File: src/rtl/lsu_pkg.sv
// Shared definitions for the RV32I load/store unit.
// Holds the funct3 codes, the FSM state type and the legality check.
package lsu_pkg;

    localparam logic [2:0] F3_B  = 3'b000;
    localparam logic [2:0] F3_H  = 3'b001;
    localparam logic [2:0] F3_W  = 3'b010;
    localparam logic [2:0] F3_BU = 3'b100;
    localparam logic [2:0] F3_HU = 3'b101;

    typedef enum logic [1:0] {
        IDLE,
        READ,
        WRITE,
        FAULT
    } lsu_state_t;

    // Unsigned widths exist only for loads; alignment follows access size.
    function automatic logic req_legal(
        input logic       we,
        input logic [2:0] f3,
        input logic [1:0] off
    );
        logic ok;
        ok = 1'b0;
        case (f3)
            F3_B:    ok = 1'b1;
            F3_H:    ok = ~off[0];
            F3_W:    ok = (off == 2'b00);
            F3_BU:   ok = ~we;
            F3_HU:   ok = ~we & ~off[0];
            default: ok = 1'b0;
        endcase
        return ok;
    endfunction

endpackage

File: src/rtl/lsu_align.sv
// Lane extraction with sign/zero extension for loads, and lane merge
// of the store byte/half into the word read back for read-modify-write.
module lsu_align
    import lsu_pkg::*;
(
    input  logic [31:0] word_i,
    input  logic [1:0]  offset_i,
    input  logic [2:0]  funct3_i,
    input  logic [31:0] wdata_i,
    output logic [31:0] load_o,
    output logic [31:0] store_o
);

    logic [7:0]  byte_sel;
    logic [15:0] half_sel;

    always_comb begin
        byte_sel = word_i[{offset_i, 3'b000} +: 8];
        half_sel = offset_i[1] ? word_i[31:16] : word_i[15:0];
    end

    always_comb begin
        load_o = 32'h0;
        case (funct3_i)
            F3_B:    load_o = {{24{byte_sel[7]}}, byte_sel};
            F3_H:    load_o = {{16{half_sel[15]}}, half_sel};
            F3_W:    load_o = word_i;
            F3_BU:   load_o = {24'h0, byte_sel};
            F3_HU:   load_o = {16'h0, half_sel};
            default: load_o = 32'h0;
        endcase
    end

    always_comb begin
        store_o = word_i;
        case (funct3_i)
            F3_B: store_o[{offset_i, 3'b000} +: 8] = wdata_i[7:0];
            F3_H: begin
                if (offset_i[1]) store_o[31:16] = wdata_i[15:0];
                else             store_o[15:0]  = wdata_i[15:0];
            end
            default: store_o = wdata_i;
        endcase
    end

endmodule

File: src/rtl/lsu_rmw.sv
// Load/store unit bridging byte-addressed RV32I accesses to a word-only
// memory; sub-word stores are done as read-modify-write.
module lsu_rmw
    import lsu_pkg::*;
#(
    parameter int ADDR_W = 7
) (
    input  logic              clk,
    input  logic              rst_n,
    input  logic              req_valid,
    output logic              req_ready,
    input  logic              req_we,
    input  logic [2:0]        req_funct3,
    input  logic [31:0]       req_addr,
    input  logic [31:0]       req_wdata,
    output logic              resp_valid,
    output logic              resp_err,
    output logic [31:0]       resp_rdata,
    output logic              d_we,
    output logic [ADDR_W-1:0] daddr,
    output logic [31:0]       dwdata,
    input  logic [31:0]       drdata
);

    lsu_state_t state_q, state_d;

    logic [ADDR_W+1:0] addr_q, addr_d;
    logic [2:0]        f3_q, f3_d;
    logic              we_q, we_d;
    logic [31:0]       wdata_q, wdata_d;
    logic [31:0]       dwdata_q, dwdata_d;
    logic [31:0]       rdata_q, rdata_d;
    logic              rv_q, rv_d;
    logic              err_q, err_d;

    logic [31:0] load_val;
    logic [31:0] store_word;
    logic        unused_addr_hi;

    // Byte address bits above the word index are ignored.
    assign unused_addr_hi = ^req_addr[31:ADDR_W+2];

    lsu_align u_align (
        .word_i   (drdata),
        .offset_i (addr_q[1:0]),
        .funct3_i (f3_q),
        .wdata_i  (wdata_q),
        .load_o   (load_val),
        .store_o  (store_word)
    );

    always_comb begin
        state_d  = state_q;
        addr_d   = addr_q;
        f3_d     = f3_q;
        we_d     = we_q;
        wdata_d  = wdata_q;
        dwdata_d = dwdata_q;
        rdata_d  = rdata_q;
        rv_d     = 1'b0;
        err_d    = err_q;
        case (state_q)
            IDLE: begin
                if (req_valid) begin
                    addr_d  = req_addr[ADDR_W+1:0];
                    f3_d    = req_funct3;
                    we_d    = req_we;
                    wdata_d = req_wdata;
                    if (!req_legal(req_we, req_funct3, req_addr[1:0])) begin
                        state_d = FAULT;
                    end else if (req_we && req_funct3 == F3_W) begin
                        dwdata_d = req_wdata;
                        state_d  = WRITE;
                    end else begin
                        state_d = READ;
                    end
                end
            end
            READ: begin
                if (we_q) begin
                    dwdata_d = store_word;
                    state_d  = WRITE;
                end else begin
                    rdata_d = load_val;
                    err_d   = 1'b0;
                    rv_d    = 1'b1;
                    state_d = IDLE;
                end
            end
            WRITE: begin
                rdata_d = 32'h0;
                err_d   = 1'b0;
                rv_d    = 1'b1;
                state_d = IDLE;
            end
            FAULT: begin
                rdata_d = 32'h0;
                err_d   = 1'b1;
                rv_d    = 1'b1;
                state_d = IDLE;
            end
            default: state_d = IDLE;
        endcase
    end

    always_ff @(posedge clk or negedge rst_n) begin
        if (!rst_n) begin
            state_q  <= IDLE;
            addr_q   <= '0;
            f3_q     <= 3'b000;
            we_q     <= 1'b0;
            wdata_q  <= 32'h0;
            dwdata_q <= 32'h0;
            rdata_q  <= 32'h0;
            rv_q     <= 1'b0;
            err_q    <= 1'b0;
        end else begin
            state_q  <= state_d;
            addr_q   <= addr_d;
            f3_q     <= f3_d;
            we_q     <= we_d;
            wdata_q  <= wdata_d;
            dwdata_q <= dwdata_d;
            rdata_q  <= rdata_d;
            rv_q     <= rv_d;
            err_q    <= err_d;
        end
    end

    assign req_ready  = (state_q == IDLE);
    assign d_we       = (state_q == WRITE);
    assign daddr      = addr_q[ADDR_W+1:2];
    assign dwdata     = dwdata_q;
    assign resp_valid = rv_q;
    assign resp_err   = err_q;
    assign resp_rdata = rdata_q;

endmodule

File: config.mk
export PLATFORM = sky130hd
export DESIGN_NAME = lsu_rmw
export DESIGN_NICKNAME = d
export VERILOG_FILES = /design/src/rtl/lsu_pkg.sv /design/src/rtl/lsu_align.sv /design/src/rtl/lsu_rmw.sv
export SDC_FILE = /design/constraint.sdc
export NUM_CORES = 1
export LEC_CHECK = 0
export BUFFER_PORTS_ARGS = -buffer_cell sky130_fd_sc_hd__buf_2
export CORE_AREA = 2 2 162 164
export CTS_CLUSTER_DIAMETER = 200
export DETAILED_ROUTE_END_ITERATION = 10
export DIE_AREA = 0 0 164 166
export PLACE_DENSITY = 0.43
export SLEW_MARGIN = 25
export SYNTH_ARGS = -nofsm -noshare
export SYNTH_HDL_FRONTEND = slang
export SYNTH_SLANG_ARGS = --single-unit
File: constraint.sdc
create_clock -name clk -period 2.58 [get_ports clk]
set_input_delay 0.129 -clock clk [delete_from_list [all_inputs] [get_ports clk]]
set_output_delay 0.129 -clock clk [all_outputs]
set_load 0.005 [all_outputs]
==> impl_results.html, run 1 <==
<table>
<tr><th>Metric</th><th>Value</th></tr>
<tr><th colspan="2">Run status</th></tr>
<tr><td>Status</td><td>completed</td></tr>
<tr><th colspan="2">Die</th></tr>
<tr><td>Die extent in x</td><td>164 µm</td></tr>
<tr><td>Effective utilization at floorplan</td><td>24.5%</td></tr>
<tr><td>Number of placement rows</td><td>59</td></tr>
<tr><td>Boundary pin count</td><td>178</td></tr>
<tr><td>Vertical die dimension</td><td>166 µm</td></tr>
<tr><td>Core area</td><td>25,600 µm²</td></tr>
<tr><td>Die Footprint</td><td>27,200 µm²</td></tr>
<tr><th colspan="2">Cells and area</th></tr>
<tr><td>Most common cell after layout, fill and taps aside</td><td>buf_2</td></tr>
<tr><td>Number of antenna cells inserted</td><td>0</td></tr>
<tr><td>Number of standard cells in the layout, taps in and fillers out</td><td>1,156</td></tr>
<tr><td>Post-route design area</td><td>8540 µm²</td></tr>
<tr><td>Most frequent cells in the layout</td><td>buf_2 (153), dfrtp_1 (112), nor2_1 (63), dlygate4sd3_1 (50), mux2_2 (44)</td></tr>
<tr><td>Nets@finish</td><td>917</td></tr>
<tr><td>Fraction of final layout cells sized beyond drive strength 1</td><td>33.9%</td></tr>
<tr><td>Synthesis-to-finish area growth</td><td>36.4%</td></tr>
<tr><th colspan="2">Global route</th></tr>
<tr><td>Initial antenna violation count</td><td>0</td></tr>
<tr><td>Global-route total usage across every layer</td><td>17.7%</td></tr>
<tr><td>Global route overflow</td><td>0</td></tr>
<tr><td>Vias in the first global route</td><td>5,836</td></tr>
<tr><td>Wire length of the first global-routing pass</td><td>36,100 µm</td></tr>
<tr><td>Largest net degree at the start of global routing</td><td>58</td></tr>
<tr><th colspan="2">Critical path</th></tr>
<tr><td>CP cell instances</td><td>buf_4 -&gt; mux2_2 -&gt; a22oi_1 -&gt; o21ai_0 -&gt; a22o_1</td></tr>
<tr><td>Max stage delay on crit path</td><td>0.56 ns</td></tr>
<tr><td>Worst Setup Path Type</td><td>flop to flop</td></tr>
<tr><td>Element type at the critical path start</td><td>flop</td></tr>
<tr><td>Critical path startpoint</td><td>addr_q[1]</td></tr>
<tr><td>Reg2reg path depth</td><td>5</td></tr>
<tr><td>Worst path arrival time</td><td>2.56 ns</td></tr>
<tr><td>Critical-path maximum fanout</td><td>30</td></tr>
<tr><td>Cell with the largest stage delay on the worst path</td><td>a22oi_1</td></tr>
<tr><td>Required time of the critical path</td><td>2.87 ns</td></tr>
<tr><td>Flop-to-flop setup slack</td><td>0.31 ns</td></tr>
<tr><td>Terminus of the critical flop-to-flop path</td><td>resp_rdata[10]</td></tr>
<tr><td>CP Capture Point</td><td>resp_rdata[10]</td></tr>
<tr><td>Critical R2R Launch</td><td>addr_q[1]</td></tr>
<tr><td>Kind of end point of the critical path</td><td>flop</td></tr>
<tr><th colspan="2">Yosys</th></tr>
<tr><td>Number of synthesized flops with an enable pin</td><td>0</td></tr>
<tr><td>Warning count from the yosys run</td><td>0</td></tr>
<tr><td>Proportion of netlist area held by the largest area contributor</td><td>45.1%</td></tr>
<tr><td>Library cell with the largest summed area after synthesis</td><td>dfrtp_1</td></tr>
<tr><td>Number of different library cells in the post-synthesis netlist</td><td>49</td></tr>
<tr><td>Flip-flop and latch count after synthesis</td><td>113</td></tr>
<tr><td>Mapped Nets</td><td>726</td></tr>
<tr><td>Asr flop ratio synth</td><td>100%</td></tr>
<tr><td>Most used flip-flop cell after synthesis</td><td>dfrtp_1</td></tr>
<tr><td>Leading cell types by total area after synthesis</td><td>dfrtp_1 (45%), mux2_2 (7.9%), a221o_1 (4.6%), a22o_1 (4.6%), nor2_1 (3.8%)</td></tr>
<tr><td>Fraction of the yosys area taken by sequential cells</td><td>45.1%</td></tr>
<tr><td>Synthesized instance count</td><td>618</td></tr>
<tr><td>Cell area after synthesis</td><td>6260 µm²</td></tr>
<tr><td>Average instance area after synthesis</td><td>10.1 µm²</td></tr>
<tr><th colspan="2">Power</th></tr>
<tr><td>Peak VDD IR</td><td>0.000363 V</td></tr>
<tr><td>Power density of the placed cells</td><td>1080 nW/µm²</td></tr>
<tr><td>Static leakage power</td><td>0.00380 µW</td></tr>
<tr><th colspan="2">STA</th></tr>
<tr><td>Final setup fails</td><td>0</td></tr>
<tr><td>Setup skew after layout</td><td>0.0248 ns</td></tr>
<tr><td>Minimum clock period</td><td>2.27 ns</td></tr>
<tr><td>Max transition margin</td><td>38.0%</td></tr>
<tr><td>Slack of the critical path</td><td>0.309 ns</td></tr>
<tr><td>Final hold violation count</td><td>0</td></tr>
<tr><td>Unrepaired setup endpoints after global routing</td><td>false</td></tr>
<tr><td>Timing-limited maximum frequency</td><td>0.440 GHz</td></tr>
<tr><td>Transition time of the tightest slew-check pin</td><td>0.930 ns</td></tr>
<tr><td>Share of the clock period used by the worst path after layout</td><td>88.0%</td></tr>
<tr><td>Final max-slew violation count</td><td>0</td></tr>
<tr><td>Total negative setup slack</td><td>0 ns</td></tr>
<tr><th colspan="2">Clock tree</th></tr>
<tr><td>Post-CTS clock slew at the launch and capture registers of the worst setup and hold paths</td><td>0.06 ns</td></tr>
<tr><td>Number of gates resized after CTS</td><td>0</td></tr>
<tr><td>Clock tree from TritonCTS</td><td>done</td></tr>
<tr><td>Clock root buffer</td><td>clkbuf_16</td></tr>
<tr><td>Depth of the CTS H-tree</td><td>4</td></tr>
<tr><td>Max Root-Sink Buffers</td><td>2</td></tr>
<tr><td>Total CTS buffers</td><td>17</td></tr>
<tr><td>Post-cts hold buffer count</td><td>50</td></tr>
<tr><td>Worst-skew pair later-pin latency</td><td>0.43 ns</td></tr>
<tr><td>Number of buffers inserted by post-CTS setup repair</td><td>0</td></tr>
<tr><td>Clock sinks</td><td>113</td></tr>
<tr><th colspan="2">Placed design</th></tr>
<tr><td>Final weighted congestion in routability-driven placement</td><td>0.818</td></tr>
<tr><td>Hpwl dp</td><td>17,000 µm</td></tr>
<tr><td>Placed standard-cell area</td><td>7450 µm²</td></tr>
<tr><td>Total of buffers placed on input and output ports</td><td>154</td></tr>
<tr><td>Dpl ws</td><td>0.398 ns</td></tr>
<tr><td>Number of instances in the placed design</td><td>1,075</td></tr>
<tr><th colspan="2">Detailed routing</th></tr>
<tr><td>Remaining DRCs</td><td>0</td></tr>
<tr><td>Total via count after detailed routing</td><td>5,803</td></tr>
<tr><td>Total routed wirelength</td><td>23,900 µm</td></tr>
<tr><td>Violation count after the first detailed-route iteration</td><td>454</td></tr>
<tr><td>Vias per cell</td><td>5.02</td></tr>
<tr><td>Detailed-routing iteration count for the pre-antenna-repair pass</td><td>5</td></tr>
<tr><td>Wire per inst</td><td>20.7 µm</td></tr>
<tr><td>Count of nets left with antenna violations after detail routing</td><td>0</td></tr>
<tr><th colspan="2">Hold path</th></tr>
<tr><td>Worst min-delay path category</td><td>input pin to flop</td></tr>
<tr><th colspan="2">Job</th></tr>
<tr><td>Number of maximum-capacitance violations</td><td>0</td></tr>
</table>
## layout make-up
type | count | area (µm²)
clock inverter | 11 | 138
fill | 2691 | 17100
clock buffer | 20 | 457
tap | 335 | 419
timing repair buffer | 231 | 1510
inverter | 13 | 48.8
multi-input combinational | 433 | 3140
sequential | 113 | 2830
## worst max-delay path, delay by kind of cell (launching register included)
| family | cells | cell delay [ns] |
|---|---|---|
| buffers and inverters | 1 | 0.36 |
| muxes | 1 | 0.40 |
| AOI/OAI and AO/OA | 3 | 1.00 |
| DFF | 1 | 0.37 |
## report_power, final
part	internal (µW)	total (µW)	switching (µW)
Clock	1550	2420	863
Sequential	2460	3030	576
Combinational	1710	3790	2080
## Yosys cell counts (6+ instances only)
cell,count
nor2b_1,21
a22oi_1,11
dfrtp_1,113
buf_1,6
a221o_2,10
buf_2,9
a22o_1,33
a221o_1,29
o221ai_1,8
o311ai_0,7
clkbuf_1,34
buf_4,8
inv_1,13
o31ai_1,7
a222oi_1,7
mux2_2,44
nor4bb_1,9
mux2i_1,9
a31oi_1,8
a21oi_1,36
nand3_1,7
o21ai_0,42
o211ai_1,8
nor2_1,63
nand2_1,35
## metal layers
| layer | GRT usage (%) | share of wire, % | wire [µm] | vias to the layer above |
|---|---|---|---|---|
| li1 | - | - | - | 2718 |
| met1 | 25.5 | 48 | 11500 | 2875 |
| met2 | 26.8 | 45 | 10800 | 179 |
| met3 | 3.10 | 4.6 | 1100 | 31 |
| met4 | 5.38 | 1.8 | 441 | 0 |
| met5 | 0 | 0 | 0 | - |
## sequential cells by signal, indices dropped and copies added, names as in the netlist
register and flops:
dwdata 32, resp_rdata 32, wdata_q 32, addr_q 9, f3_q 3, state_q 2, resp_err 1, resp_valid 1
we_q 1
## worst min-delay path by stage
stage                             start  cells after the start              to
final                        drdata[22]                      2  resp_rdata[22]
after global routing         drdata[22]                      2  resp_rdata[22]
after CTS                 req_funct3[0]                      2         f3_q[0]
after detailed placement          rst_n                      1        resp_err
after global placement            rst_n                      1        resp_err
after floorplan                   rst_n                      0       addr_q[0]
## per-stage QoR
stage                     utilization (%)  total power, µW  hold slack [ns]
after floorplan                         -             5290           -0.167
after global placement               29.1             6790            0.221
after detailed placement             29.1             6810            0.227
after CTS                            33.4             9350          0.00495
after global routing                 33.4             9860           0.0288
final                                33.4             9240           0.0316
## cell families after synthesis
| family | Yosys count | share of synthesized area, % |
|---|---|---|
| multiplexers | 54 | 9.59 |
| AO/OA/AOI/OAI | 218 | 26.4 |
| AND/OR/NAND/NOR | 156 | 12.6 |
| adder cells (fa/ha/maj) | 5 | 0.999 |
| flip-flops | 113 | 45.1 |
| buffers and inverters | 72 | 5.21 |
No activity file was read; power rests on OpenSTA's default activity.
==> run 2, diff against run 1 <==
Settings changed: CORE_AREA 2 2 162 164 to 2 2 153 155, DIE_AREA 0 0 164 166 to 0 0 155 157, PLACE_DENSITY 0.43 to 0.47, SKIP_CTS_REPAIR_TIMING set to 1.
==> impl_results.html, run 2 (synthesized netlist as in run 1, its figures left out) <==
<table>
<tr><th>Metric</th><th>Value</th></tr>
<tr><th colspan="2">Power</th></tr>
<tr><td>Static leakage power</td><td>0.00377 µW (-0.76%)</td></tr>
<tr><td>Peak VDD IR</td><td>0.000443 V (+22%)</td></tr>
<tr><td>Power density of the placed cells</td><td>1110 nW/µm² (+3.0%)</td></tr>
<tr><td>Total power draw</td><td>9360 µW (+1.3%)</td></tr>
<tr><th colspan="2">STA</th></tr>
<tr><td>Setup skew after layout</td><td>0.00978 ns (-0.0151 ns)</td></tr>
<tr><td>Unrepaired setup endpoints after global routing</td><td>false</td></tr>
<tr><td>Final setup fails</td><td>0 (unchanged)</td></tr>
<tr><td>Transition time of the tightest slew-check pin</td><td>0.910 ns (-0.0202 ns)</td></tr>
<tr><td>Final hold violation count</td><td>3 (+3)</td></tr>
<tr><td>Timing-limited maximum frequency</td><td>0.438 GHz (-0.61%)</td></tr>
<tr><td>Final max-slew violation count</td><td>0 (unchanged)</td></tr>
<tr><td>WHS</td><td>-0.0308 ns (-0.0624 ns)</td></tr>
<tr><td>Slack of the critical path</td><td>0.295 ns (-0.0140 ns)</td></tr>
<tr><td>Minimum clock period</td><td>2.28 ns (+0.0140 ns)</td></tr>
<tr><td>Max transition margin</td><td>39.3% (+1.3 points)</td></tr>
<tr><td>Total negative setup slack</td><td>0 ns (unchanged)</td></tr>
<tr><td>Share of the clock period used by the worst path after layout</td><td>88.5% (+0.54 points)</td></tr>
<tr><th colspan="2">Cells and area</th></tr>
<tr><td>Synthesis-to-finish area growth</td><td>34.2%</td></tr>
<tr><td>Most common cell after layout, fill and taps aside</td><td>buf_2</td></tr>
<tr><td>Fillers</td><td>2,256 (-16%)</td></tr>
<tr><td>Most frequent cells in the layout</td><td>buf_2 (153), dfrtp_1 (112), nor2_1 (63), mux2_2 (44), o21ai_0 (42)</td></tr>
<tr><td>Fraction of final layout cells sized beyond drive strength 1</td><td>34.0% (+0.17 points)</td></tr>
<tr><td>Nets@finish</td><td>903 (-1.5%)</td></tr>
<tr><td>Number of antenna cells inserted</td><td>0 (unchanged)</td></tr>
<tr><td>Final core utilization</td><td>37.3% (+4.0 points)</td></tr>
<tr><th colspan="2">Detailed routing</th></tr>
<tr><td>Detailed-routing iteration count for the pre-antenna-repair pass</td><td>7 (+2)</td></tr>
<tr><td>Total via count after detailed routing</td><td>5,926 (+2.1%)</td></tr>
<tr><td>Total routed wirelength</td><td>22,700 µm (-5.1%)</td></tr>
<tr><td>Count of nets left with antenna violations after detail routing</td><td>0 (unchanged)</td></tr>
<tr><td>Wire per inst</td><td>20.7 µm (+0.34%)</td></tr>
<tr><td>Remaining DRCs</td><td>0 (unchanged)</td></tr>
<tr><td>Vias per cell</td><td>5.42 (+8.0%)</td></tr>
<tr><td>Violation count after the first detailed-route iteration</td><td>450 (-0.88%)</td></tr>
<tr><th colspan="2">Clock tree</th></tr>
<tr><td>Depth of the CTS H-tree</td><td>4 (unchanged)</td></tr>
<tr><td>Clock tree from TritonCTS</td><td>done</td></tr>
<tr><td>Clock sinks</td><td>113 (unchanged)</td></tr>
<tr><td>Max Root-Sink Buffers</td><td>2 (unchanged)</td></tr>
<tr><td>Worst-skew pair later-pin latency</td><td>0.42 ns (about the same)</td></tr>
<tr><td>Total CTS buffers</td><td>17 (unchanged)</td></tr>
<tr><td>Post-CTS clock slew at the launch and capture registers of the worst setup and hold paths</td><td>0.05 ns (about the same)</td></tr>
<tr><td>Clock root buffer</td><td>clkbuf_16</td></tr>
<tr><th colspan="2">Hold path</th></tr>
<tr><td>Worst min-delay path category</td><td>input pin to flop</td></tr>
<tr><th colspan="2">Placed design</th></tr>
<tr><td>Hpwl dp</td><td>16,800 µm (-1.2%)</td></tr>
<tr><td>Total of buffers placed on input and output ports</td><td>154 (unchanged)</td></tr>
<tr><td>Final weighted congestion in routability-driven placement</td><td>0.915 (+12%)</td></tr>
<tr><td>Dpl ws</td><td>0.173 ns (-0.225 ns)</td></tr>
<tr><th colspan="2">Critical path</th></tr>
<tr><td>CP cell instances</td><td>inv_1 -&gt; ha_1 -&gt; nor4bb_1 -&gt; buf_4 -&gt; a221o_1 -&gt; a221o_1 -&gt; a22o_1</td></tr>
<tr><td>Kind of end point of the critical path</td><td>flop</td></tr>
<tr><td>Terminus of the critical flop-to-flop path</td><td>dwdata[29]</td></tr>
<tr><td>Element type at the critical path start</td><td>flop</td></tr>
<tr><td>Flop-to-flop setup slack</td><td>0.30 ns (about the same)</td></tr>
<tr><td>Critical-path maximum fanout</td><td>13 (-57%)</td></tr>
<tr><td>Most repeated library cell on the critical path</td><td>a221o_1</td></tr>
<tr><td>Bufs and invs on worst path</td><td>2 (+1)</td></tr>
<tr><td>Required time of the critical path</td><td>2.88 ns (about the same)</td></tr>
<tr><td>Critical path startpoint</td><td>addr_q[1]</td></tr>
<tr><td>Critical R2R Launch</td><td>addr_q[1]</td></tr>
<tr><td>Cell with the largest stage delay on the worst path</td><td>dfrtp_2</td></tr>
<tr><td>Max stage delay on crit path</td><td>0.53 ns (-0.03 ns)</td></tr>
<tr><td>Instance count on the critical path</td><td>7 (+2)</td></tr>
<tr><td>Worst path arrival time</td><td>2.59 ns (+0.03 ns)</td></tr>
<tr><td>Reg2reg path depth</td><td>7 (+2)</td></tr>
<tr><td>Top Family by Delay on Critical Path</td><td>compound AO/OA/AOI/OAI gates</td></tr>
<tr><td>Worst Setup Path Type</td><td>flop to flop</td></tr>
<tr><td>CP Capture Point</td><td>dwdata[29]</td></tr>
<tr><th colspan="2">Die</th></tr>
<tr><td>Effective utilization at floorplan</td><td>27.8% (+3.4 points)</td></tr>
<tr><td>Vertical die dimension</td><td>157 µm (-5.4%)</td></tr>
<tr><td>Die Footprint</td><td>24,300 µm² (-11%)</td></tr>
<tr><td>Number of placement rows</td><td>55 (-6.8%)</td></tr>
<tr><td>Die extent in x</td><td>155 µm (-5.5%)</td></tr>
<tr><td>Core area</td><td>22,500 µm² (-12%)</td></tr>
<tr><td>Boundary pin count</td><td>178 (unchanged)</td></tr>
<tr><th colspan="2">Global route</th></tr>
<tr><td>Global-route total usage across every layer</td><td>18.5% (+0.86 points)</td></tr>
<tr><td>Vias in the first global route</td><td>5,575 (-4.5%)</td></tr>
<tr><td>Global route overflow</td><td>0 (unchanged)</td></tr>
<tr><td>Largest net degree at the start of global routing</td><td>65 (+12%)</td></tr>
<tr><td>Initial antenna violation count</td><td>0 (unchanged)</td></tr>
<tr><td>Wire length of the first global-routing pass</td><td>34,000 µm (-5.8%)</td></tr>
<tr><th colspan="2">Run status</th></tr>
<tr><td>Status</td><td>finished, violations left</td></tr>
<tr><td>Failing checks</td><td>negative hold slack</td></tr>
<tr><th colspan="2">Job</th></tr>
<tr><td>Number of maximum-capacitance violations</td><td>0 (unchanged)</td></tr>
</table>
[run 2: cell types whose count changed in the layout (fill, tap and decap cells not counted)]
cell	change
dlygate4sd3_1	-10
buf_4	-4
clkinv_4	+1
a22oi_2	+1
nor4bb_1	+1
nor4bb_2	-1
clkbuf_8	+3
a22oi_1	-1
bufinv_16	+1
clkinv_2	-2
clkinvlp_4	-2
[run 2: where the power goes]
group	internal, µW	switching, µW
clock	1740	824
sequential	2460	597
combinational	1680	2060
total	5880	3480
[run 2: worst min-delay path, delay by kind of cell]
kind / cells / cell delay, ns
buf+inv: 1 / 0.09
compound gates: 1 / 0.07
simple gates: 1 / 0.05
[run 2: worst min path at each step]
stage | slack [ns] | endpoint | startpoint | depth (start not counted)
5_1_grt | 0.003 | f3_q[2] | req_funct3[2] | 2
3_3_place_gp | 0.05 | wdata_q[26] | rst_n | 1
4_1_cts | -0.39 | dwdata[26] | rst_n | 1
6_report | -0.03 | wdata_q[0] | req_wdata[0] | 3
2_1_floorplan | -0.17 | addr_q[0] | rst_n | 0
3_5_place_dp | 0.05 | dwdata[26] | rst_n | 1
[run 2: cell type report]
type	instances	area, µm²	share of cell area (%)
Timing Repair Buffer	217	1380	16.5
Inverter	13	48.8	0.581
Multi-Input combinational cell	433	3140	37.3
Sequential cell	113	2830	33.7
Clock buffer	23	498	5.93
Tap cell	285	357	4.24
Clock inverter	9	151	1.80
[run 2: layer usage]
| layer | GRT usage (%) | share of wire (%) |
|---|---|---|
| met2 | 29.1 | 46 |
| met4 | 4.98 | 1.3 |
| met3 | 3.83 | 5.8 |
| met1 | 26.0 | 47 |
| met5 | 0 | 0 |
[run 2: stage by stage]
stage          hold slack, ns  instance area (µm²)  cells
3_5_place_dp           0.0535                 7350   1021
5_1_grt               0.00312                 8400   1093
3_3_place_gp           0.0510                 7350   1021
2_1_floorplan          -0.167                 6260    618
4_1_cts                -0.389                 8000   1053
6_report              -0.0308                 8400   1093
==> run 3, diff against run 2 <==
Settings changed: RECOVER_POWER set to 100.
==> impl_results.html, run 3 (synthesized netlist as in run 1, its figures left out) <==
<table>
<tr><th>Metric</th><th>Value</th></tr>
<tr><th colspan="2">Clock tree</th></tr>
<tr><td>Total CTS buffers</td><td>17 (unchanged)</td></tr>
<tr><td>Clock root buffer</td><td>clkbuf_16</td></tr>
<tr><td>Max Root-Sink Buffers</td><td>2 (unchanged)</td></tr>
<tr><td>Depth of the CTS H-tree</td><td>4 (unchanged)</td></tr>
<tr><td>Post-CTS clock slew at the launch and capture registers of the worst setup and hold paths</td><td>0.05 ns (about the same)</td></tr>
<tr><td>Clock tree from TritonCTS</td><td>done</td></tr>
<tr><td>Clock sinks</td><td>113 (unchanged)</td></tr>
<tr><td>Worst-skew pair later-pin latency</td><td>0.42 ns (about the same)</td></tr>
<tr><th colspan="2">Cells and area</th></tr>
<tr><td>Fraction of final layout cells sized beyond drive strength 1</td><td>27.6% (-6.4 points)</td></tr>
<tr><td>Final core utilization</td><td>37.0% (-0.36 points)</td></tr>
<tr><td>Most frequent cells in the layout</td><td>dfrtp_1 (112), buf_2 (111), nor2_1 (63), clkbuf_1 (44), o21ai_0 (42)</td></tr>
<tr><td>Fillers</td><td>2,269 (+0.58%)</td></tr>
<tr><td>Number of antenna cells inserted</td><td>0 (unchanged)</td></tr>
<tr><td>Number of standard cells in the layout, taps in and fillers out</td><td>1,093 (unchanged)</td></tr>
<tr><td>Most common cell after layout, fill and taps aside</td><td>dfrtp_1</td></tr>
<tr><td>Synthesis-to-finish area growth</td><td>32.9%</td></tr>
<tr><td>Nets@finish</td><td>903 (unchanged)</td></tr>
<tr><th colspan="2">Detailed routing</th></tr>
<tr><td>Top layer in use</td><td>met4</td></tr>
<tr><td>Vias per cell</td><td>5.43 (+0.15%)</td></tr>
<tr><td>Wire per inst</td><td>20.7 µm (-0.26%)</td></tr>
<tr><td>Detailed-routing iteration count for the pre-antenna-repair pass</td><td>6 (-1)</td></tr>
<tr><td>Sum of routed wire segments on met1</td><td>10,300 µm (-2.6%)</td></tr>
<tr><td>Total via count after detailed routing</td><td>5,935 (+0.15%)</td></tr>
<tr><td>Remaining DRCs</td><td>0 (unchanged)</td></tr>
<tr><td>Count of nets left with antenna violations after detail routing</td><td>0 (unchanged)</td></tr>
<tr><td>Metal2 WL</td><td>10,400 µm (-0.47%)</td></tr>
<tr><td>Total routed wirelength</td><td>22,600 µm (-0.26%)</td></tr>
<tr><td>WL met3</td><td>1610 µm (+22%)</td></tr>
<tr><td>Violation count after the first detailed-route iteration</td><td>475 (+5.6%)</td></tr>
<tr><th colspan="2">Placed design</th></tr>
<tr><td>Final weighted congestion in routability-driven placement</td><td>0.915 (unchanged)</td></tr>
<tr><td>Number of instances in the placed design</td><td>1,021 (unchanged)</td></tr>
<tr><td>Hpwl dp</td><td>16,800 µm (unchanged)</td></tr>
<tr><td>Total of buffers placed on input and output ports</td><td>154 (unchanged)</td></tr>
<tr><th colspan="2">Hold path</th></tr>
<tr><td>Worst min-delay path category</td><td>input pin to flop</td></tr>
<tr><td>Hold path depth</td><td>3 (unchanged)</td></tr>
<tr><th colspan="2">Die</th></tr>
<tr><td>Boundary pin count</td><td>178 (unchanged)</td></tr>
<tr><td>Core area</td><td>22,500 µm² (unchanged)</td></tr>
<tr><td>Die extent in x</td><td>155 µm (unchanged)</td></tr>
<tr><td>Effective utilization at floorplan</td><td>27.8% (unchanged)</td></tr>
<tr><td>Number of placement rows</td><td>55 (unchanged)</td></tr>
<tr><td>Vertical die dimension</td><td>157 µm (unchanged)</td></tr>
<tr><td>Die Footprint</td><td>24,300 µm² (unchanged)</td></tr>
<tr><th colspan="2">Run status</th></tr>
<tr><td>Status</td><td>finished, violations left</td></tr>
<tr><td>Failing checks</td><td>negative hold slack</td></tr>
<tr><th colspan="2">Critical path</th></tr>
<tr><td>Instance count on the critical path</td><td>4 (-3)</td></tr>
<tr><td>Reg2reg path depth</td><td>4 (-3)</td></tr>
<tr><td>Required time of the critical path</td><td>2.85 ns (-0.03 ns)</td></tr>
<tr><td>Top Family by Delay on Critical Path</td><td>buffers and inverters</td></tr>
<tr><td>Critical-path maximum fanout</td><td>31 (+18)</td></tr>
<tr><td>CP cell instances</td><td>clkbuf_2 -&gt; mux2_1 -&gt; a222oi_1 -&gt; o21ai_0</td></tr>
<tr><td>Worst Setup Path Type</td><td>flop to flop</td></tr>
<tr><td>Max stage delay on crit path</td><td>0.65 ns (+0.12 ns)</td></tr>
<tr><td>Bufs and invs on worst path</td><td>1 (-1)</td></tr>
<tr><td>Kind of end point of the critical path</td><td>flop</td></tr>
<tr><td>Cell with the largest stage delay on the worst path</td><td>clkbuf_2</td></tr>
<tr><td>Element type at the critical path start</td><td>flop</td></tr>
<tr><td>Worst path arrival time</td><td>2.66 ns (+0.07 ns)</td></tr>
<tr><th colspan="2">STA</th></tr>
<tr><td>Unrepaired setup endpoints after global routing</td><td>false</td></tr>
<tr><td>Setup skew after layout</td><td>0.0109 ns (+0.00115 ns)</td></tr>
<tr><td>Final setup fails</td><td>0 (unchanged)</td></tr>
<tr><td>Minimum clock period</td><td>2.39 ns (+0.108 ns)</td></tr>
<tr><td>Transition time of the tightest slew-check pin</td><td>1.40 ns (+0.492 ns)</td></tr>
<tr><td>Max transition margin</td><td>6.52% (-33 points)</td></tr>
<tr><td>Timing-limited maximum frequency</td><td>0.418 GHz (-4.5%)</td></tr>
<tr><td>WHS</td><td>-0.0294 ns (+0.00142 ns)</td></tr>
<tr><td>Share of the clock period used by the worst path after layout</td><td>92.7% (+4.2 points)</td></tr>
<tr><td>Total negative setup slack</td><td>0 ns (unchanged)</td></tr>
<tr><td>Final max-slew violation count</td><td>0 (unchanged)</td></tr>
<tr><td>Final hold violation count</td><td>3 (unchanged)</td></tr>
<tr><th colspan="2">Global route</th></tr>
<tr><td>Largest net degree at the start of global routing</td><td>65 (unchanged)</td></tr>
<tr><td>Initial antenna violation count</td><td>0 (unchanged)</td></tr>
<tr><td>Vias in the first global route</td><td>5,575 (unchanged)</td></tr>
<tr><td>Global route overflow</td><td>0 (unchanged)</td></tr>
<tr><td>Global-route total usage across every layer</td><td>18.5% (unchanged)</td></tr>
<tr><td>Wire length of the first global-routing pass</td><td>34,000 µm (unchanged)</td></tr>
<tr><th colspan="2">Job</th></tr>
<tr><td>Number of maximum-capacitance violations</td><td>0 (unchanged)</td></tr>
<tr><th colspan="2">Power</th></tr>
<tr><td>Static leakage power</td><td>0.00361 µW (-4.2%)</td></tr>
<tr><td>Power density of the placed cells</td><td>1110 nW/µm² (about the same)</td></tr>
<tr><td>Peak VDD IR</td><td>0.000442 V (-0.27%)</td></tr>
</table>
==> run 3: where the power goes <==
group | switching [µW] | total (µW) | internal [µW]
clock | 822 | 2560 | 1740
sequential | 601 | 3060 | 2460
combinational | 2060 | 3650 | 1590
total | 3480 | 9270 | 5790
==> run 3: worst min-delay path, stage by stage <==
cell	delay, ns
buf_2	0.09
nand2_1	0.05
o21ai_0	0.07
==> run 3: path summary, 6_finish.rpt <==
check	startpoint	slack [ns]	to
worst max-delay path	addr_q[1]	0.19	resp_rdata[2]
worst min-delay path	req_wdata[0]	-0.03	wdata_q[0]
worst max register to register	addr_q[1]	0.19	resp_rdata[2]
worst min register to register	resp_rdata[2]	0.49	resp_rdata[2]
max in group asynchronous	rst_n	0.58	addr_q[1]
min in group asynchronous	rst_n	0.57	dwdata[26]
==> run 3: final cells by class <==
cell class	instances	area, µm²	share of cell area [%]
sequential	113	2830	34.0
inverter	13	48.8	0.586
multi-input combinational	433	3120	37.5
timing repair buffer	217	1320	15.8
clock inverter	9	151	1.82
tap	285	357	4.28
clock buffer	23	498	5.98
==> run 3: routing by layer <==
metal	vias to the layer above	global-route usage (%)
met1	2999	26.0
li1	2695	-
met2	224	29.1
met4	0	4.98
met3	17	3.83
met5	-	0
==> run 3: stage by stage <==
stage / instance area (µm²) / hold WS [ns] / setup WS (ns) / power [µW]
after floorplan: 6260 / -0.167 / 0.336 / 5290
after global placement: 7350 / 0.0510 / 0.292 / 6670
after detailed placement: 7350 / 0.0535 / 0.173 / 6760
after CTS: 8000 / -0.389 / 0.158 / 9380
after global routing: 8320 / 0.00312 / 0.102 / 9870
final: 8320 / -0.0294 / 0.187 / 9270
